$ cat src/rtl/rf_writeback.sv
// rf_writeback: register-file write port producer merging ALU results and queued load responses
module rf_writeback #(
    parameter int LQ_DEPTH     = 4,
    parameter int STARVE_LIMIT = 3
) (
    input  logic                      clk,
    input  logic                      rst,
    input  logic                      alu_valid,
    output logic                      alu_ready,
    input  logic [4:0]                alu_rd,
    input  logic [31:0]               alu_data,
    input  logic                      ld_issue,
    input  logic [4:0]                ld_issue_rd,
    input  logic                      ld_valid,
    output logic                      ld_ready,
    input  logic [4:0]                ld_rd,
    input  logic [31:0]               ld_data,
    input  logic [4:0]                rs1,
    input  logic [4:0]                rs2,
    output logic                      hazard,
    output logic                      rf_wen,
    output logic [4:0]                rf_rd,
    output logic [31:0]               rf_wdata,
    output logic [$clog2(LQ_DEPTH):0] lq_count
);
    localparam int AW = $clog2(LQ_DEPTH);
    localparam int CW = AW + 1;
    localparam int SW = $clog2(STARVE_LIMIT + 1);

    logic [36:0]   mem_q [LQ_DEPTH];
    logic [AW-1:0] wr_ptr_q, wr_ptr_d, rd_ptr_q, rd_ptr_d;
    logic [CW-1:0] count_q, count_d;
    logic [SW-1:0] starve_q, starve_d;
    logic [31:0]   pending_q, pending_d;
    logic          rf_wen_q, rf_wen_d, src_ld_q, src_ld_d;
    logic [4:0]    rf_rd_q, rf_rd_d;
    logic [31:0]   rf_wdata_q, rf_wdata_d;
    logic          empty, push, pop, alu_win;
    logic [4:0]    head_rd;
    logic [31:0]   head_data;

    always_comb begin
        empty     = count_q == '0;
        ld_ready  = count_q != CW'(LQ_DEPTH);
        alu_ready = empty || starve_q != SW'(STARVE_LIMIT);
        alu_win   = alu_valid && alu_ready;
        push      = ld_valid && ld_ready;
        pop       = !alu_win && !empty;
        {head_rd, head_data} = mem_q[rd_ptr_q];
        wr_ptr_d  = push ? wr_ptr_q + 1'b1 : wr_ptr_q;
        rd_ptr_d  = pop ? rd_ptr_q + 1'b1 : rd_ptr_q;
        count_d   = count_q + CW'(push) - CW'(pop);
        // Any cycle the queue is non-empty and does not pop, the ALU took the port.
        starve_d  = (empty || pop) ? '0 : starve_q + 1'b1;
        rf_wen_d  = alu_win ? alu_rd != 5'd0 : pop && head_rd != 5'd0;
        rf_rd_d   = alu_win ? alu_rd : pop ? head_rd : rf_rd_q;
        rf_wdata_d = alu_win ? alu_data : pop ? head_data : rf_wdata_q;
        src_ld_d  = pop;
        pending_d = pending_q;
        if (rf_wen_q && src_ld_q)
            pending_d[rf_rd_q] = 1'b0;
        if (ld_issue && ld_issue_rd != 5'd0)
            pending_d[ld_issue_rd] = 1'b1;
        hazard = (rs1 != 5'd0 && pending_q[rs1]) || (rs2 != 5'd0 && pending_q[rs2]);
    end

    always_ff @(posedge clk) begin
        if (rst) begin
            wr_ptr_q   <= '0;
            rd_ptr_q   <= '0;
            count_q    <= '0;
            starve_q   <= '0;
            pending_q  <= '0;
            rf_wen_q   <= 1'b0;
            src_ld_q   <= 1'b0;
            rf_rd_q    <= '0;
            rf_wdata_q <= '0;
        end else begin
            wr_ptr_q   <= wr_ptr_d;
            rd_ptr_q   <= rd_ptr_d;
            count_q    <= count_d;
            starve_q   <= starve_d;
            pending_q  <= pending_d;
            rf_wen_q   <= rf_wen_d;
            src_ld_q   <= src_ld_d;
            rf_rd_q    <= rf_rd_d;
            rf_wdata_q <= rf_wdata_d;
        end
    end

    always_ff @(posedge clk) begin
        if (push)
            mem_q[wr_ptr_q] <= {ld_rd, ld_data};
    end

    assign rf_wen   = rf_wen_q;
    assign rf_rd    = rf_rd_q;
    assign rf_wdata = rf_wdata_q;
    assign lq_count = count_q;
endmodule

$ cat config.mk
export PLATFORM = sky130hd
export DESIGN_NAME = rf_writeback
export DESIGN_NICKNAME = d
export VERILOG_FILES = /design/src/rtl/rf_writeback.sv
export SDC_FILE = /design/constraint.sdc
export NUM_CORES = 1
export LEC_CHECK = 0
export BUFFER_PORTS_ARGS = -buffer_cell sky130_fd_sc_hd__buf_2
export CAP_MARGIN = 20
export CORE_MARGIN = 10
export CORE_UTILIZATION = 30
export DETAILED_ROUTE_END_ITERATION = 12
export SLEW_MARGIN = 15
export SYNTH_ARGS = -nofsm -noshare
export SYNTH_HDL_FRONTEND = slang
export SYNTH_SLANG_ARGS = --single-unit
$ cat constraint.sdc
create_clock -name clk -period 2.7 [get_ports clk]
set_clock_uncertainty 0.05 [all_clocks]
set_input_delay 0.54 -clock clk [delete_from_list [all_inputs] [get_ports clk]]
set_output_delay 0.54 -clock clk [all_outputs]
set_load 0.005 [all_outputs]
# Yosys cells after proc, flatten, opt, wreduce, memory -nomap -nowiden
# Memories as Yosys holds them, arrays and structs flattened. A register that Yosys moved wholly into a read port is not among the register bits.
# Cells that the tools add are included.
# W data, S select, Z words.
# totals
regBits,80
mem_bits_rw,148
inputBits,94
wordCells,68
n_memories,1
# mem_list
memory,words,width,rd,rd_clocked_by_memory_dff,write_ports,line_no,rtl
mem_q,4,37,1,1,1,30,logic [36:0] mem_q [LQ_DEPTH];
# classes
n_addsub,5
order_cmp,6
n_eq_ne,2
n_mux,19
n_bitwise,3
reduce_logical,23
# ops
cell,count
$mux W32,4
$and A32 B32 Y32,1
$not A32 Y32,1
$or A32 B32 Y32,1
$reduce_bool A5 Y1,5
$lt A5 B6 Y1 const B,4
$bmux W1 S5,2
$demux W1 S5,2
$ge A5 B1 Y1 const B,2
$logic_and A1 B1 Y1,10
$mux W5,2
$mux W1,7
$add A2 B1 Y2 const B,3
$mux W2,2
$add A3 B1 Y3,1
$logic_not A3 Y1,1
$logic_or A1 B1 Y1,3
$ne A3 B3 Y1 const B,1
$sub A3 B1 Y3,1
$logic_not A1 Y1,2
$ne A2 B2 Y1 const B,1
$reduce_bool A2 Y1,1
$reduce_or A2 Y1,1

# Longest topological paths before layout
# Gate-level depths: netlist of run 1.
# logic_depth
word_depth,9
ltp_mapped,12
depth_no_buf,11

# Worst setup path before layout of run 1
# No wires, ideal clock.
# synth_timing
path_type,input port to output port
start,input port rs1[1]
end,output port hazard
arrival_ns,2.000
required_ns,2.110
slack_ns,0.110
cell_stages,6
n_path_buf,1
cell_sequence,buf_6 > mux4_2 > or3b_1 > o31ai_1 > a211oi_1 > a2111o_1
# synth_via
elab_chain_cells,4
# synth_rtl
item,line_no,rtl
from (decl),18,"input logic [4:0] rs1,"
$bmux W1 S5,64,hazard = (rs1 != 5'd0 && pending_q[rs1]) || (rs2 != 5'd0 && pending_q[rs2]);
$mux W1 (not written as such),64,
$logic_and A1 B1 Y1 *,64,
$logic_or A1 B1 Y1 *,64,
to (decl),20,"output logic hazard,"
# Mark *: on every way between the ends. The rest lies on a longest branch, timed or not. The select of a mux whose other input is x is not followed.

# Worst setup path in the final report of run 1
# layout_timing
start,register pending_q[14]
end,output port hazard
# layout_via
elab_chain_cells,4
# layout_rtl
item,line_no,rtl
from (decl),34,"logic [31:0] pending_q, pending_d;"
from (signal assigned),83,pending_q <= pending_d;
$bmux W1 S5,64,
$mux W1 (not written as such),64,
$logic_and A1 B1 Y1,64,
$logic_or A1 B1 Y1 *,64,
# Marked as above.

==> key figures, run 1 <==
Outcome
  – Outcome: complete, but fails checks
  – Violated checks: negative setup slack

Timing
  – Max-Slew Margin vs Limit: 0.5516
  – Transition at the pin with the smallest max-transition slack: 670.2 ps
  – Fin worst setup slack: -191.1 ps
  – Maximum operating frequency: 345.9 MHz
  – Minimum clock period: 2891 ps
  – Fraction of the cycle the final worst path needs: 1.071
  – Total setup violations reported at the end of the flow: 1
  – Total count of max-transition violations in the final report: 0
  – Setup repair after global routing missed its margin: yes
  – Hold violation count in the final report: 0

GRT
  – Pin count of the biggest net entering global routing: 38
  – Gr ovfl total: 0
  – Wire length of the first global-routing pass: 36650 um
  – Initial antenna violation count: 5
  – GRT Util Overall: 0.1184
  – Via count of the first global-routing pass: 6366

Yosys
  – Share of the synthesized netlist area taken by xor and xnor gates: 0.004674
  – Most used DFF post-synth: sky130_fd_sc_hd__edfxtp_1
  – Net count after synthesis: 777
  – Number of enable-type register cells in the synthesized netlist: 148
  – Async set-reset flop share out of synthesis: 0
  – Post-Syn Instances: 675
  – Share of the yosys chip area belonging to registers: 0.6474
  – Basic-gate share of the synthesized area counting and, or, nand and nor cells: 0.09722
  – Synthesized-area fraction occupied by adder cells: 0.01149
  – Post-Synthesis Cell Area: 9369 um2
  – Compound-gate portion of the synthesized area: 0.07999
  – Fraction of synthesized area in multiplexers: 0.1350
  – Total of flip-flops plus latches after synthesis: 229
  – Largest family of logic cells by synthesized area: multiplexers
  – Number of distinct library cell variants in the gate-level netlist after synthesis: 44
  – Average cell area after synthesis: 13.88 um2
  – Warnings from Yosys: 0

Drt
  – Number of DRC markers in iteration 0: 425
  – Via density per instance: 4.922
  – Antenna-violating nets left: 0
  – Number of detailed-route iterations in the first pass: 4
  – Routed Wire Length: 23620 um
  – WL per Instance: 19.13 um
  – Total vias in the final route: 6079
  – Remaining routing DRC violations: 0

Critical path
  – Element type at the critical path start: register
  – Worst-path maximum fanout: 3
  – Type of the setup path with the least slack: reg2out
  – Critical path endpoint category: output port
  – Required arrival time at the worst endpoint: 2110 ps
  – Arrival time of the worst setup path: 2300 ps

Final layout
  – Layout cell share with drive strength beyond 1: 0.3023
  – Commonest non-fill, non-tap cells in the layout: 148 x sky130_fd_sc_hd__edfxtp_1, 137 x sky130_fd_sc_hd__buf_2, 108 x sky130_fd_sc_hd__nand2_1, 78 x sky130_fd_sc_hd__dfxtp_1, 50 x sky130_fd_sc_hd__nor2_1
  – Core utilization of the finished layout: 0.3717
  – Area taken by flip-flops and latches: 6070 um2
  – Area growth from synthesis to layout: 21.66%
  – Most common library cell in the layout ignoring fill and taps: sky130_fd_sc_hd__edfxtp_1
  – Final-layout fill cell count: 2983
  – Final layout net count: 920
  – Multi-input gate area: 3084 um2

Placed design
  – Worst setup timing slack at the placement stage: -56.39 ps
  – Total of buffers placed on input and output ports: 137
  – Placer congestion estimate: 0.8253
  – HPWL after DPL: 15770 um

Floorplan
  – Die height: 196.7 um
  – Die X: 196.7 um
  – Row count: 64
  – Standard cell core area: 30670 um2
  – I/O pin count: 138
  – DIE AREA: 38700 um2
  – Initial standard-cell utilization of the core: 0.3055

CTS
  – Maximum count of clock buffers along a single path: 3
  – Clock insertion delay at the later pin of the skew report: 540 ps
  – Hold bufs inserted after CTS: 0
  – Reg clk slew, reported paths: 60 ps
  – CTS tree: done
  – Number of sinks handled by clock tree synthesis: 229
  – Clock Tree Root: sky130_fd_sc_hd__clkbuf_16
  – Number of buffers inserted by post-CTS setup repair: 0
  – H-tree depth: 1
  – Number of buffers added by the clock tree synthesis step: 25

Power
  – Power consumption: 0.009707 W
  – Peak supply drop: 567.8 uV
  – Pwr/cell area: 851.6 nW/um2
  – Pleak: 4.118 nW

Hold path
  – Worst hold path class: in2reg

Flow run
  – Max-cap violations: 0
==> repair_timing <==
| item | 4_1_cts | 5_1_grt |
|---|---|---|
| setup endpoints to repair | 1 | 1 |
| hold endpoints to repair | 0 | 0 |
| pin swaps | 2 | 0 |
| resized for setup | 1 | 0 |
==> where the power goes <==
| group | internal [W] | switching, W | leakage (nW) | total [W] |
|---|---|---|---|---|
| clock | 0.00183 | 0.00136 | 0.373 | 0.00319 |
| sequential | 0.00422 | 0.000246 | 2.02 | 0.00446 |
| combinational | 0.00100 | 0.00106 | 1.72 | 0.00206 |
| total | 0.00704 | 0.00266 | 4.12 | 0.00971 |
==> critical path, cell delays in order, from the launching register on <==
cell,delay [ps]
sky130_fd_sc_hd__dfxtp_2,320
sky130_fd_sc_hd__mux4_2,460
sky130_fd_sc_hd__or3b_1,350
sky130_fd_sc_hd__o31ai_1,70
sky130_fd_sc_hd__a211oi_1,80
sky130_fd_sc_hd__a2111o_1,350
sky130_fd_sc_hd__buf_2,140
==> state kept, by name, indices dropped and copies added (netlist names), named ones only <==
register	flops
lq_count	3
mem_q	148
pending_q	31
rd_ptr_q	2
rf_rd	5
rf_wdata	32
rf_wen	1
src_ld_q	1
starve_q	2
wr_ptr_q	2
==> logic make-up after synthesis <==
kind of cell / Yosys count
adders and majority gates: 8
xor gates and xnor gates: 5
DFF: 229
buffers and inverters: 52
and+or+nand+nor: 205
muxes: 61
AOI/OAI and AO/OA: 115
==> per-stage QoR <==
| stage | instances | hold WS [ps] | area, um2 | setup TNS, ps |
|---|---|---|---|---|
| final | 1235 | 167.4 | 11400 | -191.1 |
| after global routing | 1233 | 155.8 | 11390 | -284.7 |
| after CTS | 1233 | 144.6 | 11390 | -220.6 |
| after detailed placement | 1187 | 375.0 | 10620 | -56.39 |
| after global placement | 1187 | 368.5 | 10620 | -73.68 |
| after floorplan | 675 | 358.0 | 9369 | 0 |
==> metal layers <==
metal,GRT usage,share of wire,vias to the layer above
met5,0,0.0018,-
met4,0.02750,0.016,8
met3,0.03140,0.063,40
met2,0.1945,0.48,144
met1,0.1528,0.44,3006
li1,-,-,2881
==> synth_stat cells, types with 2 or more instances <==
| cell | number | area [um2] |
|---|---|---|
| sky130_fd_sc_hd__edfxtp_1 | 148 | 4444 |
| sky130_fd_sc_hd__nand2_1 | 109 | 409.1 |
| sky130_fd_sc_hd__dfxtp_1 | 81 | 1622 |
| sky130_fd_sc_hd__nor2_1 | 50 | 187.7 |
| sky130_fd_sc_hd__mux4_2 | 44 | 991.0 |
| sky130_fd_sc_hd__a21oi_1 | 34 | 170.2 |
| sky130_fd_sc_hd__clkbuf_1 | 34 | 127.6 |
| sky130_fd_sc_hd__a311oi_1 | 32 | 280.3 |
| sky130_fd_sc_hd__o21ai_0 | 32 | 160.2 |
| sky130_fd_sc_hd__nand3b_1 | 11 | 82.58 |
| sky130_fd_sc_hd__inv_1 | 8 | 30.03 |
| sky130_fd_sc_hd__buf_2 | 7 | 35.03 |
| sky130_fd_sc_hd__ha_1 | 7 | 87.58 |
| sky130_fd_sc_hd__and3_1 | 6 | 37.54 |
| sky130_fd_sc_hd__mux2i_1 | 6 | 60.06 |
| sky130_fd_sc_hd__mux4_1 | 6 | 157.7 |
| sky130_fd_sc_hd__mux2_2 | 5 | 56.30 |
| sky130_fd_sc_hd__nor2b_1 | 4 | 25.02 |
| sky130_fd_sc_hd__nor3_1 | 4 | 20.02 |
| sky130_fd_sc_hd__nor3b_1 | 4 | 30.03 |
| sky130_fd_sc_hd__o221ai_1 | 4 | 35.03 |
| sky130_fd_sc_hd__xnor2_1 | 4 | 35.03 |
| sky130_fd_sc_hd__buf_6 | 3 | 33.78 |
| sky130_fd_sc_hd__or3_1 | 3 | 18.77 |
| sky130_fd_sc_hd__a211oi_1 | 2 | 15.01 |
| sky130_fd_sc_hd__a31oi_1 | 2 | 12.51 |
| sky130_fd_sc_hd__and2_1 | 2 | 12.51 |
| sky130_fd_sc_hd__and3b_1 | 2 | 17.52 |
| sky130_fd_sc_hd__nand3_1 | 2 | 10.01 |
| sky130_fd_sc_hd__nand4_1 | 2 | 12.51 |
| sky130_fd_sc_hd__o31ai_1 | 2 | 15.01 |
| sky130_fd_sc_hd__or3b_1 | 2 | 17.52 |
| sky130_fd_sc_hd__or4_1 | 2 | 15.01 |
==> cell type report <==
type	count	area share
clock inverter	16	0.009989
tap	396	0.04347
inverter	8	0.002634
antenna	2	0.0004391
sequential	229	0.5325
timing repair buffer	160	0.08299
multi-input combinational	394	0.2706
clock buffer	30	0.05741
==> worst paths after layout <==
path                            slack [ps]           end  cells past startpoint           from
worst max-delay path                  -190        hazard                      6  pending_q[14]
worst min-delay path                   170  mem_q[0][35]                      1       ld_rd[3]
worst max register to register         360   lq_count[2]                     10    lq_count[1]
worst min register to register         390   starve_q[0]                      1    starve_q[0]
No activity file was read; power rests on OpenSTA's default activity.
==> run 2: changes to the inputs <==
--- a/config.mk
+++ b/config.mk
@@ -9,6 +9,7 @@
 export CAP_MARGIN = 20
 export CORE_MARGIN = 10
 export CORE_UTILIZATION = 30
+export CTS_BUF_LIST = sky130_fd_sc_hd__clkbuf_4 sky130_fd_sc_hd__clkbuf_8
 export DETAILED_ROUTE_END_ITERATION = 12
 export SLEW_MARGIN = 15
 export SYNTH_ARGS = -nofsm -noshare
==> run 2 against run 1 <==
The flow still finishes with violations (negative setup slack). Critical path type unchanged. Non-clock buffer count did not move. Maximum frequency increased by 0.42%. Clock power grew 6.6%. First-iteration DRC count decreased by 21%. Largest power group unchanged. Die area unchanged. Design area is 1.0% higher.
==> key figures, run 2 (synthesized netlist as in run 1, its figures left out) <==
Outcome
  – Outcome: complete, but fails checks
  – Violated checks: negative setup slack

Floorplan
  – Die height: 196.7 um
  – DIE AREA: 38700 um2
  – Initial standard-cell utilization of the core: 0.3055
  – I/O pin count: 138
  – Die X: 196.7 um
  – Row count: 64
  – Standard cell core area: 30670 um2

Placed design
  – Worst setup timing slack at the placement stage: -56.39 ps
  – Total of buffers placed on input and output ports: 137
  – Placer congestion estimate: 0.8253
  – HPWL after DPL: 15770 um

GRT
  – GRT Util Overall: 0.1209
  – Gr ovfl total: 0
  – Wire length of the first global-routing pass: 37150 um
  – Via count of the first global-routing pass: 6537
  – Initial antenna violation count: 4
  – Pin count of the biggest net entering global routing: 38

Final layout
  – Area growth from synthesis to layout: 22.89%
  – Most common library cell in the layout ignoring fill and taps: sky130_fd_sc_hd__edfxtp_1
  – Flip-flop count of the largest register, all copies and words added: 148
  – Layout cell share with drive strength beyond 1: 0.3364
  – Commonest non-fill, non-tap cells in the layout: 148 x sky130_fd_sc_hd__edfxtp_1, 137 x sky130_fd_sc_hd__buf_2, 108 x sky130_fd_sc_hd__nand2_1, 78 x sky130_fd_sc_hd__dfxtp_1, 50 x sky130_fd_sc_hd__nor2_1
  – Final layout net count: 935
  – Top reg by flops: mem_q

Timing
  – Hold violation count in the final report: 0
  – Maximum operating frequency: 347.4 MHz
  – Setup repair after global routing missed its margin: yes
  – Total setup violations reported at the end of the flow: 1
  – Max-Slew Margin vs Limit: 0.5284
  – Minimum clock period: 2879 ps
  – Fraction of the cycle the final worst path needs: 1.066
  – Transition at the pin with the smallest max-transition slack: 704.8 ps
  – Total count of max-transition violations in the final report: 0
  – Total Neg Setup Slack: -178.9 ps
  – Fin worst setup slack: -178.9 ps

Critical path
  – CP startpoint: pending_q[14]
  – Worst-path maximum fanout: 3
  – Critical R2R Capture: lq_count[2]
  – Max stage delay cell, worst path: sky130_fd_sc_hd__mux4_2
  – Capture point of the critical path: hazard
  – Critical path endpoint category: output port
  – Max stage delay on crit path: 450 ps
  – Element type at the critical path start: register
  – Launching point of the worst reg2reg path: lq_count[1]
  – Worst-path cell chain: mux4_2 > or3b_1 > o31ai_1 > a211oi_1 > a2111o_1 > buf_2
  – Arrival time of the worst setup path: 2290 ps
  – Required arrival time at the worst endpoint: 2110 ps
  – Type of the setup path with the least slack: reg2out
  – Register-to-register setup slack: 360 ps
  – Cell count of the worst reg-to-reg path: 10

CTS
  – Number of buffers added by the clock tree synthesis step: 40
  – Reg clk slew, reported paths: 60 ps
  – H-tree depth: 2
  – Clock insertion delay at the later pin of the skew report: 530 ps
  – CTS tree: done
  – Number of sinks handled by clock tree synthesis: 229
  – Number of buffers inserted by post-CTS setup repair: 0
  – Clock Tree Root: sky130_fd_sc_hd__clkbuf_8
  – Maximum count of clock buffers along a single path: 3

Drt
  – Remaining routing DRC violations: 0
  – Number of DRC markers in iteration 0: 336
  – Routed Wire Length: 23880 um
  – Via density per instance: 4.929
  – WL per Instance: 18.92 um
  – Total vias in the final route: 6220
  – Antenna-violating nets left: 0
  – Number of detailed-route iterations in the first pass: 5

Flow run
  – Max-cap violations: 0

Power
  – Share of total power in sequential cells: 0.450
  – Clock network fraction of total power: 0.343
  – Switching share of total power: 0.2674
  – Pwr/cell area: 862.1 nW/um2
  – Pleak: 4.222 nW
  – Total net switching power: 0.002654 W
  – Internal portion of total power: 0.007271 W
  – Peak supply drop: 397.8 uV
  – Share of total power in combinational logic: 0.207

Hold path
  – Worst hold path class: in2reg
-- run 2: power by group through the flow --
stage | clock [W] | combinational, W | sequential (W)
2_1_floorplan | 0 | 0.00135 | 0.00446
3_3_place_gp | 0 | 0.00209 | 0.00452
3_5_place_dp | 0 | 0.00210 | 0.00454
4_1_cts | 0.00350 | 0.00211 | 0.00447
5_1_grt | 0.00367 | 0.00228 | 0.00452
6_report | 0.00340 | 0.00206 | 0.00446
-- run 2: critical path: cells and delay by family, from the launching register on --
family	cells	cell delay [ps]
flops	1	320
simple gates	1	350
compound gates	3	500
mux	1	450
buf+inv	1	140
-- run 2: stage by stage --
step	cell area, um2	utilization	hold slack, ps	cells	power [W]
2_1_floorplan	9369	-	358.0	675	0.005813
3_3_place_gp	10620	0.3464	368.5	1187	0.006610
3_5_place_dp	10620	0.3464	375.0	1187	0.006640
4_1_cts	11510	0.3753	133.4	1261	0.01008
5_1_grt	11510	0.3753	138.2	1261	0.01046
6_report	11510	0.3754	167.8	1262	0.009926
-- run 2: repair_timing --
item,4_1_cts,5_1_grt
gates resized for setup,1,0
setup endpoints to repair,1,1
pin swaps,2,0
cloned,0,0
hold endpoints to repair,0,0
hold buffers,0,0
-- run 2: worst min path at each step --
| stage | from | cells past startpoint | slack, ps | to |
|---|---|---|---|---|
| floorplan | starve_q[0] | 1 | 360 | starve_q[0] |
| global placement | starve_q[0] | 1 | 370 | starve_q[0] |
| detailed placement | starve_q[0] | 1 | 370 | starve_q[0] |
| CTS | ld_rd[2] | 1 | 130 | mem_q[3][34] |
| global route | ld_rd[2] | 1 | 140 | mem_q[3][34] |
| finish | ld_data[27] | 1 | 170 | mem_q[1][27] |
-- run 2: final cells by class --
type / instances / area, um2
Clock buffer: 72 / 847.1
Timing Repair Buffer: 160 / 945.9
Antenna cell: 1 / 2.502
Fill cell: 2988 / 19160
Multi-Input combinational cell: 394 / 3084
Sequential cell: 229 / 6070
Inverter: 8 / 30.03
Tap cell: 396 / 495.5
Clock inverter: 2 / 38.79
-- run 2: layer usage --
layer	share of wire	GRT usage	routed length, um	vias to the layer above
met5	0.0018	0	44	-
met4	0.018	0.03284	419	8
met3	0.068	0.03581	1628	44
met2	0.48	0.1962	11420	180
met1	0.43	0.1540	10370	3075
li1	-	-	-	2913
